### config.mk
export PLATFORM = sky130hd
export DESIGN_NAME = clock_set_controller
export DESIGN_NICKNAME = d
export VERILOG_FILES = /design/src/rtl/clock_set_controller.sv
export SDC_FILE = /design/constraint.sdc
export NUM_CORES = 1
export LEC_CHECK = 0
export CORE_MARGIN = 2
export CORE_UTILIZATION = 55
export CTS_CLUSTER_DIAMETER = 120
export DETAILED_ROUTE_END_ITERATION = 10
export PLACE_DENSITY = 0.85
export SYNTH_ARGS = -nofsm -noshare
export SYNTH_HDL_FRONTEND = slang
export SYNTH_SLANG_ARGS = --single-unit
### constraint.sdc
create_clock -name clk -period 6.8 [get_ports clk]
set_input_delay 0.68 -clock clk [delete_from_list [all_inputs] [get_ports clk]]
set_output_delay 0.68 -clock clk [all_outputs]
set_load 0.01 [all_outputs]
### src/rtl/clock_set_controller.sv
// Front-panel time-set controller: button conditioning, edit FSM with shadow
// hour/minute registers, commit strobe, edit timeout and field blink.
module clock_set_controller #(
    parameter int DEBOUNCE_CYCLES = 500000,
    parameter int HOLD_CYCLES     = 25000000,
    parameter int REPEAT_CYCLES   = 10000000,
    parameter int BLINK_CYCLES    = 12500000,
    parameter int TIMEOUT_TICKS   = 30
) (
    input  logic       clk,
    input  logic       reset,
    input  logic       btn_mode,
    input  logic       btn_inc,
    input  logic       tick_1hz,
    input  logic [4:0] cur_hour,
    input  logic [5:0] cur_min,
    output logic       run_en,
    output logic       load,
    output logic [4:0] load_hour,
    output logic [5:0] load_min,
    output logic [4:0] disp_hour,
    output logic [5:0] disp_min,
    output logic       blank_hour,
    output logic       blank_min,
    output logic [1:0] state
);

    typedef enum logic [1:0] {
        ST_RUN      = 2'd0,
        ST_SET_HOUR = 2'd1,
        ST_SET_MIN  = 2'd2,
        ST_COMMIT   = 2'd3
    } state_t;

    localparam int REP_MAX = (HOLD_CYCLES > REPEAT_CYCLES) ? HOLD_CYCLES : REPEAT_CYCLES;
    localparam int DB_W    = $clog2(DEBOUNCE_CYCLES + 1);
    localparam int REP_W   = $clog2(REP_MAX + 1);
    localparam int BL_W    = $clog2(BLINK_CYCLES + 1);
    localparam int TO_W    = $clog2(TIMEOUT_TICKS + 1);

    localparam logic [DB_W-1:0]  DB_LAST     = DB_W'(DEBOUNCE_CYCLES - 1);
    localparam logic [DB_W-1:0]  DB_ONE      = DB_W'(1);
    localparam logic [REP_W-1:0] HOLD_LAST   = REP_W'(HOLD_CYCLES - 1);
    localparam logic [REP_W-1:0] REPEAT_LAST = REP_W'(REPEAT_CYCLES - 1);
    localparam logic [REP_W-1:0] REP_ONE     = REP_W'(1);
    localparam logic [BL_W-1:0]  BLINK_LAST  = BL_W'(BLINK_CYCLES - 1);
    localparam logic [BL_W-1:0]  BL_ONE      = BL_W'(1);
    localparam logic [TO_W-1:0]  TO_LAST     = TO_W'(TIMEOUT_TICKS - 1);
    localparam logic [TO_W-1:0]  TO_ONE      = TO_W'(1);

    // Index 0 is the mode button, index 1 the increment button.
    logic [1:0]      sync1_r, sync2_r, level_r, level_d_r;
    logic [DB_W-1:0] db_cnt_r [2];
    logic [1:0]      press_s;

    logic [REP_W-1:0] rep_cnt_r;
    logic             rep_phase_r;
    logic             rep_evt_s;
    logic             mode_evt_s, inc_evt_s;

    state_t          state_r, state_nxt_s;
    logic [4:0]      shadow_hour_r, shadow_hour_nxt_s;
    logic [5:0]      shadow_min_r, shadow_min_nxt_s;
    logic [TO_W-1:0] tick_cnt_r, tick_cnt_nxt_s;
    logic [BL_W-1:0] blink_cnt_r, blink_cnt_nxt_s;
    logic            phase_r, phase_nxt_s;
    logic            in_set_nxt_s;

    assign press_s    = level_r & ~level_d_r;
    assign mode_evt_s = press_s[0];
    assign inc_evt_s  = (press_s[1] | rep_evt_s) & ~press_s[0];
    assign state      = state_r;

    // Two-flop synchronizers followed by stable-count debouncers.
    always_ff @(posedge clk) begin
        if (!reset) begin
            sync1_r     <= 2'b00;
            sync2_r     <= 2'b00;
            level_r     <= 2'b00;
            level_d_r   <= 2'b00;
            db_cnt_r[0] <= '0;
            db_cnt_r[1] <= '0;
        end else begin
            sync1_r   <= {btn_inc, btn_mode};
            sync2_r   <= sync1_r;
            level_d_r <= level_r;
            for (int i = 0; i < 2; i++) begin
                if (sync2_r[i] != level_r[i]) begin
                    if (db_cnt_r[i] == DB_LAST) begin
                        level_r[i]  <= sync2_r[i];
                        db_cnt_r[i] <= '0;
                    end else begin
                        db_cnt_r[i] <= db_cnt_r[i] + DB_ONE;
                    end
                end else begin
                    db_cnt_r[i] <= '0;
                end
            end
        end
    end

    // Auto-repeat event: first after the hold delay, then at the repeat rate.
    always_comb begin
        rep_evt_s = 1'b0;
        if (level_r[1] && !press_s[1]) begin
            rep_evt_s = rep_phase_r ? (rep_cnt_r == REPEAT_LAST) : (rep_cnt_r == HOLD_LAST);
        end else begin
            rep_evt_s = 1'b0;
        end
    end

    // Auto-repeat interval counter.
    always_ff @(posedge clk) begin
        if (!reset) begin
            rep_cnt_r   <= '0;
            rep_phase_r <= 1'b0;
        end else if (press_s[1] || !level_r[1]) begin
            rep_cnt_r   <= '0;
            rep_phase_r <= 1'b0;
        end else if (rep_evt_s) begin
            rep_cnt_r   <= '0;
            rep_phase_r <= 1'b1;
        end else begin
            rep_cnt_r <= rep_cnt_r + REP_ONE;
        end
    end

    // Edit FSM next state, shadow updates, timeout and blink phase.
    always_comb begin
        state_nxt_s       = state_r;
        shadow_hour_nxt_s = shadow_hour_r;
        shadow_min_nxt_s  = shadow_min_r;
        tick_cnt_nxt_s    = tick_1hz ? (tick_cnt_r + TO_ONE) : tick_cnt_r;
        phase_nxt_s       = phase_r;
        blink_cnt_nxt_s   = blink_cnt_r + BL_ONE;
        if (blink_cnt_r == BLINK_LAST) begin
            blink_cnt_nxt_s = '0;
            phase_nxt_s     = ~phase_r;
        end else begin
            phase_nxt_s = phase_r;
        end
        case (state_r)
            ST_RUN: begin
                if (mode_evt_s) begin
                    state_nxt_s       = ST_SET_HOUR;
                    shadow_hour_nxt_s = cur_hour;
                    shadow_min_nxt_s  = cur_min;
                end else begin
                    state_nxt_s = ST_RUN;
                end
            end
            ST_SET_HOUR: begin
                if (mode_evt_s) begin
                    state_nxt_s = ST_SET_MIN;
                end else if (inc_evt_s) begin
                    shadow_hour_nxt_s = (shadow_hour_r == 5'd23) ? 5'd0 : shadow_hour_r + 5'd1;
                end else if (tick_1hz && (tick_cnt_r == TO_LAST)) begin
                    state_nxt_s = ST_RUN;
                end else begin
                    state_nxt_s = ST_SET_HOUR;
                end
            end
            ST_SET_MIN: begin
                if (mode_evt_s) begin
                    state_nxt_s = ST_COMMIT;
                end else if (inc_evt_s) begin
                    shadow_min_nxt_s = (shadow_min_r == 6'd59) ? 6'd0 : shadow_min_r + 6'd1;
                end else if (tick_1hz && (tick_cnt_r == TO_LAST)) begin
                    state_nxt_s = ST_RUN;
                end else begin
                    state_nxt_s = ST_SET_MIN;
                end
            end
            ST_COMMIT: state_nxt_s = ST_RUN;
            default:   state_nxt_s = ST_RUN;
        endcase
        in_set_nxt_s = (state_nxt_s == ST_SET_HOUR) || (state_nxt_s == ST_SET_MIN);
        // Entering an edit field or bumping it shows the field solidly again.
        if ((in_set_nxt_s && (state_nxt_s != state_r)) || inc_evt_s) begin
            phase_nxt_s     = 1'b0;
            blink_cnt_nxt_s = '0;
        end else begin
            blink_cnt_nxt_s = blink_cnt_nxt_s;
        end
        if (!in_set_nxt_s || (state_nxt_s != state_r) || mode_evt_s || inc_evt_s) begin
            tick_cnt_nxt_s = '0;
        end else begin
            tick_cnt_nxt_s = tick_cnt_nxt_s;
        end
    end

    // State and registered outputs.
    always_ff @(posedge clk) begin
        if (!reset) begin
            state_r       <= ST_RUN;
            shadow_hour_r <= 5'd0;
            shadow_min_r  <= 6'd0;
            tick_cnt_r    <= '0;
            blink_cnt_r   <= '0;
            phase_r       <= 1'b0;
            run_en        <= 1'b1;
            load          <= 1'b0;
            load_hour     <= 5'd0;
            load_min      <= 6'd0;
            disp_hour     <= cur_hour;
            disp_min      <= cur_min;
            blank_hour    <= 1'b0;
            blank_min     <= 1'b0;
        end else begin
            state_r       <= state_nxt_s;
            shadow_hour_r <= shadow_hour_nxt_s;
            shadow_min_r  <= shadow_min_nxt_s;
            tick_cnt_r    <= tick_cnt_nxt_s;
            blink_cnt_r   <= blink_cnt_nxt_s;
            phase_r       <= phase_nxt_s;
            run_en        <= (state_nxt_s == ST_RUN);
            load          <= (state_nxt_s == ST_COMMIT);
            if (state_nxt_s == ST_COMMIT) begin
                load_hour <= shadow_hour_nxt_s;
                load_min  <= shadow_min_nxt_s;
            end
            disp_hour  <= (state_nxt_s == ST_RUN) ? cur_hour : shadow_hour_nxt_s;
            disp_min   <= (state_nxt_s == ST_RUN) ? cur_min : shadow_min_nxt_s;
            blank_hour <= (state_nxt_s == ST_SET_HOUR) && phase_nxt_s;
            blank_min  <= (state_nxt_s == ST_SET_MIN) && phase_nxt_s;
        end
    end

endmodule

# Word level (Yosys, flattened, before mapping)
# Memories as Yosys holds them, arrays and structs flattened.
# Cells that the tools add are included.
dict set report word_totals {
  register_bits 103
  ram_bits 38
  inputBits 16
  output_inout_bits 28
  word_cells 136
  mem_count 1
}
dict set report classes {
  add_sub_neg 7
  n_eq_ne 17
  mux 55
  bitwise 13
  n_reduce_logical 22
}
# name words width read_ports rd_clocked_by_memory_dff wr line_no
set mem_list {}
lappend mem_list {db_cnt_r 2 19 2 0 2 53} ;# logic [DB_W-1:0] db_cnt_r [2];
# cell n
set op_table {}
lappend op_table {{2-to-1 mux 19 bit} 6}
lappend op_table {{adder 19 x 1 -> 19 bit, second input constant} 2}
lappend op_table {{equality test 19 bit, second input constant} 2}
lappend op_table {{2-to-1 mux 6 bit} 6}
lappend op_table {{2-to-1 mux 5 bit} 6}
lappend op_table {{2-to-1 mux 1 bit} 29}
lappend op_table {{adder 25 x 1 -> 25 bit, second input constant} 1}
lappend op_table {{equality test 25 x 24 -> 1 bit, second input constant} 1}
lappend op_table {{equality test 25 bit, second input constant} 1}
lappend op_table {{adder 24 x 1 -> 24 bit, second input constant} 1}
lappend op_table {{equality test 24 bit, second input constant} 1}
lappend op_table {{case mux 6 bit (2 select lines)} 1}
lappend op_table {{adder 5 x 1 -> 5 bit, second input constant} 2}
lappend op_table {{equality test 5 bit, second input constant} 2}
lappend op_table {{2-to-1 mux 2 bit} 5}
lappend op_table {{case mux 5 bit (2 select lines)} 1}
lappend op_table {{equality test 2 bit, second input constant} 4}
lappend op_table {{case mux 2 bit (4 select lines)} 1}
lappend op_table {{bitwise OR 1 bit} 7}
lappend op_table {{adder 6 x 1 -> 6 bit, second input constant} 1}
lappend op_table {{equality test 6 bit, second input constant} 1}
lappend op_table {{logical OR 1 bit} 6}
lappend op_table {{OR reduction 3 bit} 2}
lappend op_table {{logical AND 1 bit} 5}
lappend op_table {{11 further kinds} 20}

# Logic depth before layout (Yosys ltp)
dict set report logic_depth {
  word_depth 17
  ltp_mapped 13
  mapped_depth_nobuf 12
}

# Worst setup path before layout
# OpenSTA, ideal clock, no wires.
dict set report synth_path {
  path_kind {flip-flop to flip-flop}
  from {register rep_cnt_r[21]}
  to {register disp_min[4]}
  setup_ns 0.127
  arrival_time_ns 2.867
  t_required_ns 6.673
  setup_slack_ns 3.806
  stages_incl_launch_ff 14
  path_buffers 2
  synth_period_minus_slack_ns 2.994
  path_cell_list {dfxtp_1 > nor4b_2 > nand4_1 > a2111o_1 > and2_4 > buf_6 > a31oi_1 > inv_1 > ha_1 > nor2_1 > inv_1 > clkbuf_1 > nand2_1 > o41ai_2}
}
dict set report synth_between {
  elab_chain_cells 11
  elab_cells_between_ends 17
  classes_between {2 x eq/ne; 12 x mux; 2 x bitwise; 1 x reduce/logical}
}
# element line_no
set synth_lines {}
lappend synth_lines {{start, declared} 56} ;# logic [REP_W-1:0] rep_cnt_r;
lappend synth_lines {{start signal, assigned} 124} ;# rep_cnt_r <= rep_cnt_r + REP_ONE;
lappend synth_lines {{equality test 25 bit / equality test 25 x 24 -> 1 bit (equally long branches)} 106} ;# rep_evt_s = rep_phase_r ? (rep_cnt_r == REPEAT_LAST) : (rep_cnt_r == HOLD_LAST);
lappend synth_lines {{2-to-1 mux 1 bit *} 106}
lappend synth_lines {{2-to-1 mux 1 bit *} 105} ;# if (level_r[1] && !press_s[1]) begin
lappend synth_lines {{bitwise OR 1 bit *} 71} ;# assign inc_evt_s = (press_s[1] | rep_evt_s) & ~press_s[0];
lappend synth_lines {{bitwise AND 1 bit *} 71}
lappend synth_lines {{2-to-1 mux 2 bit, on equally long branches} {166, 155}}
lappend synth_lines {{2-to-1 mux 2 bit, on equally long branches} {164, 153}}
lappend synth_lines {{case mux 2 bit (4 select lines) *} 142} ;# case (state_r)
lappend synth_lines {{named net state_nxt_s[0]} 61} ;# state_t state_r, state_nxt_s;
lappend synth_lines {{zero test 2 bit *} 223} ;# disp_min <= (state_nxt_s == ST_RUN) ? cur_min : shadow_min_nxt_s;
lappend synth_lines {{2-to-1 mux 6 bit *} 223}
lappend synth_lines {{2-to-1 mux 6 bit *} 194} ;# if (!reset) begin
lappend synth_lines {{end signal, assigned} 206} ;# disp_min <= cur_min;
lappend synth_lines {{end signal, assigned} 223}
lappend synth_lines {{end, declared} 22} ;# output logic [5:0] disp_min,
# The timed path passes the listed nets; every way through them passes the cells marked *.
# A chain may end at the register's enable or synchronous reset.

# Final worst setup path
dict set report layout_path {
  from {register level_d_r[0]}
  to {register disp_min[1]}
}
dict set report layout_between {
  elab_chain_cells 10
  elab_cells_between_ends 17
  classes_between {12 x mux; 4 x bitwise; 1 x reduce/logical}
}
# element line_no
set layout_lines {}
lappend layout_lines {{start, declared} 52} ;# logic [1:0] sync1_r, sync2_r, level_r, level_d_r;
lappend layout_lines {{start signal, assigned} 86} ;# level_d_r <= level_r;
lappend layout_lines {{inverter 2 bit *} 69} ;# assign press_s = level_r & ~level_d_r;
lappend layout_lines {{bitwise AND 2 bit *} 69}
lappend layout_lines {{inverter 1 bit} 71}
lappend layout_lines {{bitwise AND 1 bit} 71}
lappend layout_lines {{2-to-1 mux 2 bit, on equally long branches} {166, 155}}
lappend layout_lines {{2-to-1 mux 2 bit, on equally long branches} {164, 153}}
lappend layout_lines {{case mux 2 bit (4 select lines) *} 142}
lappend layout_lines {{named net state_nxt_s[0]} 61}
lappend layout_lines {{zero test 2 bit *} 223}
lappend layout_lines {{2-to-1 mux 6 bit *} 223}
lappend layout_lines {{2-to-1 mux 6 bit *} 194}
# Marks and branches as above.

==> flow_summary_export.csv <==
group,metric,value,unit
clock_network,clk_pin_slew,0.06,ns
global_routing,grt_pass1_vias,4925,
synth,yosysWarnings,0,
timing,period_needed,4.12,ns
status,status,"finished clean",
placed_design,numPortBuffers,43,
setup_path,r2r_cells,10,
layout,nNetsFinal,848,
pwr,ir_worst_vdd,0.000150,V
floorplan,start_util,56.4,%
global_routing,grt_use_total,22.1,%
global_routing,grt-ovfl-total,0,
drt,first_pass_iters,5,
synth,synthCells,749,
setup_path,startpoint_type,"flop",
clock_network,clk_latency,0.42,ns
setup_path,worst-endpoint-arrival,4.43,ns
synth,synth_area_per_cell,9.05,um2
min_path,min_path_cells,1,
setup_path,r2r-end,"disp_min[1]$_DFF_P_",
setup_path,critPathCaptureType,"flop",
timing,skew,0.00978,ns
min_path,hold_end,"sync2_r[1]$_SDFF_PN0_",
floorplan,die_h,115,um
synth,ys_seq_elements,141,
layout,drive_gt1_share,5.04,%
drt,drc,0,
timing,relSlewSlack,37.1,%
floorplan,fp-row-count,40,
global_routing,grt_pass1_wl,23200,um
placed_design,post-dp-hpwl,9620,um
global_routing,grt_max_degree,28,
timing,slew_violations,0,
clock_network,cts_setup_buffers,0,
min_path,hp-class,"flop to flop",
timing,finalHoldViolCount,0,
setup_path,r2r_setup_slack,2.68,ns
synth,yosysSeqAreaShare,47.2,%
timing,fin_setup_tns,0,ns
floorplan,fp.dieW,115,um
timing,rsz0062_at_grt,"false",
clock_network,postCtsHoldBufs,0,
setup_path,required,7.11,ns
synth,synth-main-ff-cell,"dfxtp_1",
layout,area_delta_synth_final,17.1,%
clock_network,clockBufferDepth,2,
floorplan,dieArea,13200,um2
drt,via_per_inst,5.53,
global_routing,antenna_found_initial,0,
timing,setup_viol,0,
clock_network,clock-sinks,141,
clock_network,htreeDepth,4,
clock_network,cts_resized,0,
clock_network,numCtsBuffers,17,
setup_path,path_max_fanout,14,
placed_design,gp_congestion,0.901,
drt,drtAntennaViolNets,0,
timing,max_freq,243,MHz
job,cap_violations,0,
drt,wl_per_cell,14.3,um
drt,drt-total-wl,14000,um
drt,via_count,5422,
synth,synth.distinct_cells,61,
setup_path,rr_startpoint,"level_d_r[0]$_SDFF_PN0_",
placed_design,place_inst,948,
pwr,powerDensity,222,nW/um2
drt,initialDrtViolationCount,468,
synth,post_synth_instance_area,6780,um2
synth,postSynth.asyncResetShare,0,%
floorplan,ios,44,
setup_path,setup.worst_path.class,"flop to flop",
clock_network,tritoncts,"done",
synth,synth_edf_count,38,
layout,layout_commonest_cell,"nor2_1",
layout,diodes,0,
floorplan,coreArea,12000,um2
pwr,p_leak,2.74,nW
min_path,min-delay-start,"sync1_r[1]$_SDFF_PN0_",
timing,min_period_over_period,60.6,%
timing,tightestPinTransition,0.941,ns
layout,layout_common_cells,"132 x nor2_1, 103 x dfxtp_1, 59 x nand2_1, 43 x clkdlybuf4s50_1, 41 x xnor2_1",
clock_network,cts-root-buf,"clkbuf_16",
layout,fin_cells,980,
[Yosys cell counts (2+ instances only)]
cell type / instances / area [um2]
o31ai_1: 3 / 22.5
a211oi_1: 4 / 30.0
nor4b_1: 7 / 61.3
nand3_1: 36 / 180
nor4_1: 6 / 37.5
and4b_1: 2 / 20.0
nor3_1: 16 / 80.1
a22oi_1: 5 / 37.5
and2_1: 17 / 106
a2111oi_0: 2 / 17.5
o21ai_0: 26 / 130
ha_1: 12 / 150
or3_1: 9 / 56.3
mux2i_1: 2 / 20.0
inv_1: 21 / 78.8
o22ai_1: 3 / 18.8
o22a_1: 3 / 26.3
o41ai_1: 3 / 26.3
a311oi_2: 2 / 30.0
edfxtp_1: 38 / 1140
and4_1: 6 / 52.6
o21a_1: 3 / 22.5
xor2_1: 40 / 350
a31oi_1: 9 / 56.3
dfxtp_1: 103 / 2060
a22o_1: 2 / 17.5
nand2_1: 59 / 221
nand2b_1: 5 / 31.3
nor4bb_1: 2 / 20.0
nand3b_1: 5 / 37.5
a221oi_2: 2 / 30.0
a21oi_1: 20 / 100
nand4_1: 27 / 169
a2111o_1: 2 / 22.5
xnor2_1: 41 / 359
o2111ai_1: 3 / 26.3
nor2b_1: 9 / 56.3
and3_1: 13 / 81.3
buf_2: 5 / 25.0
nor2_1: 132 / 495
clkbuf_1: 24 / 90.1
[final cells by class]
cell class | instances | area, um2
clock buffer | 24 | 472
clock inverter | 8 | 45.0
fill | 973 | 4070
inverter | 22 | 82.6
multi-input combinational | 593 | 3510
sequential | 141 | 3200
tap | 147 | 184
timing repair buffer | 45 | 445
[where the power goes]
part           switching [mW]  internal [mW]
clock network           0.336          0.480
registers              0.0141          0.878
logic                  0.0271         0.0257
total                   0.378           1.38
[through the flow]
stage | hold WS (ns) | total power, mW | util [%] | cell area [um2] | setup WS, ns
final | 0.447 | 1.76 | 66.1 | 7940 | 2.68
after global routing | 0.480 | 1.82 | 66.1 | 7940 | 2.40
after CTS | 0.448 | 1.77 | 66.1 | 7940 | 2.75
after detailed placement | 0.427 | 0.961 | 61.8 | 7420 | 2.80
after global placement | 0.429 | 0.960 | 61.8 | 7420 | 3.02
after floorplan | 0.412 | 0.935 | - | 6920 | 3.81
[registers in the layout, indices dropped and copies added (netlist names)]
signal / cells
blank_hour: 1
blank_min: 1
blink_cnt_r: 24
db_cnt_r: 38
disp_hour: 5
disp_min: 6
level_d_r: 2
level_r: 2
load: 1
load_hour: 5
load_min: 6
phase_r: 1
rep_cnt_r: 25
rep_phase_r: 1
run_en: 1
shadow_hour_r: 5
shadow_min_r: 6
state: 2
sync1_r: 2
sync2_r: 2
tick_cnt_r: 5
[layer usage]
metal  global-route usage [%]  vias to the layer above  wire length (um)
met5                        0                        -                 0
met4                     8.19                        0               213
met3                     5.69                       23               734
met2                     35.9                      129              6650
met1                     28.6                     2529              6450
li1                         -                     2741                 -
[kinds of logic after synthesis]
kind of cell	count (synthesis)	synth area share, %
AND/OR/NAND/NOR	358	26.2
flip-flops	141	47.2
AO/OA/AOI/OAI	101	10.3
XOR/XNOR	81	10.5
buffers and inverters	52	3.08
adder cells (fa/ha/maj)	12	2.21
multiplexers	3	0.461
other	1	0.0553
[worst max-delay path: stages (launching register included)]
cell and delay [ns]:
dfxtp_1 0.36, nand2b_1 0.43, nand2_1 0.29, a2111o_1 0.57
and2_4 0.24, a31oi_1 0.29, inv_1 0.13, ha_1 0.19
nor2_1 0.57, inv_1 0.44, o41ai_1 0.48
[worst max path at each step]
stage,start,to
floorplan,rep_cnt_r[21]$_SDFF_PP0_,disp_min[4]$_DFF_P_
global placement,level_d_r[0]$_SDFF_PN0_,disp_min[1]$_DFF_P_
detailed placement,level_d_r[0]$_SDFF_PN0_,disp_min[1]$_DFF_P_
CTS,level_d_r[0]$_SDFF_PN0_,disp_min[1]$_DFF_P_
global route,level_d_r[0]$_SDFF_PN0_,disp_min[1]$_DFF_P_
finish,level_d_r[0]$_SDFF_PN0_,disp_min[1]$_DFF_P_
(Power assumes the default switching activity.)
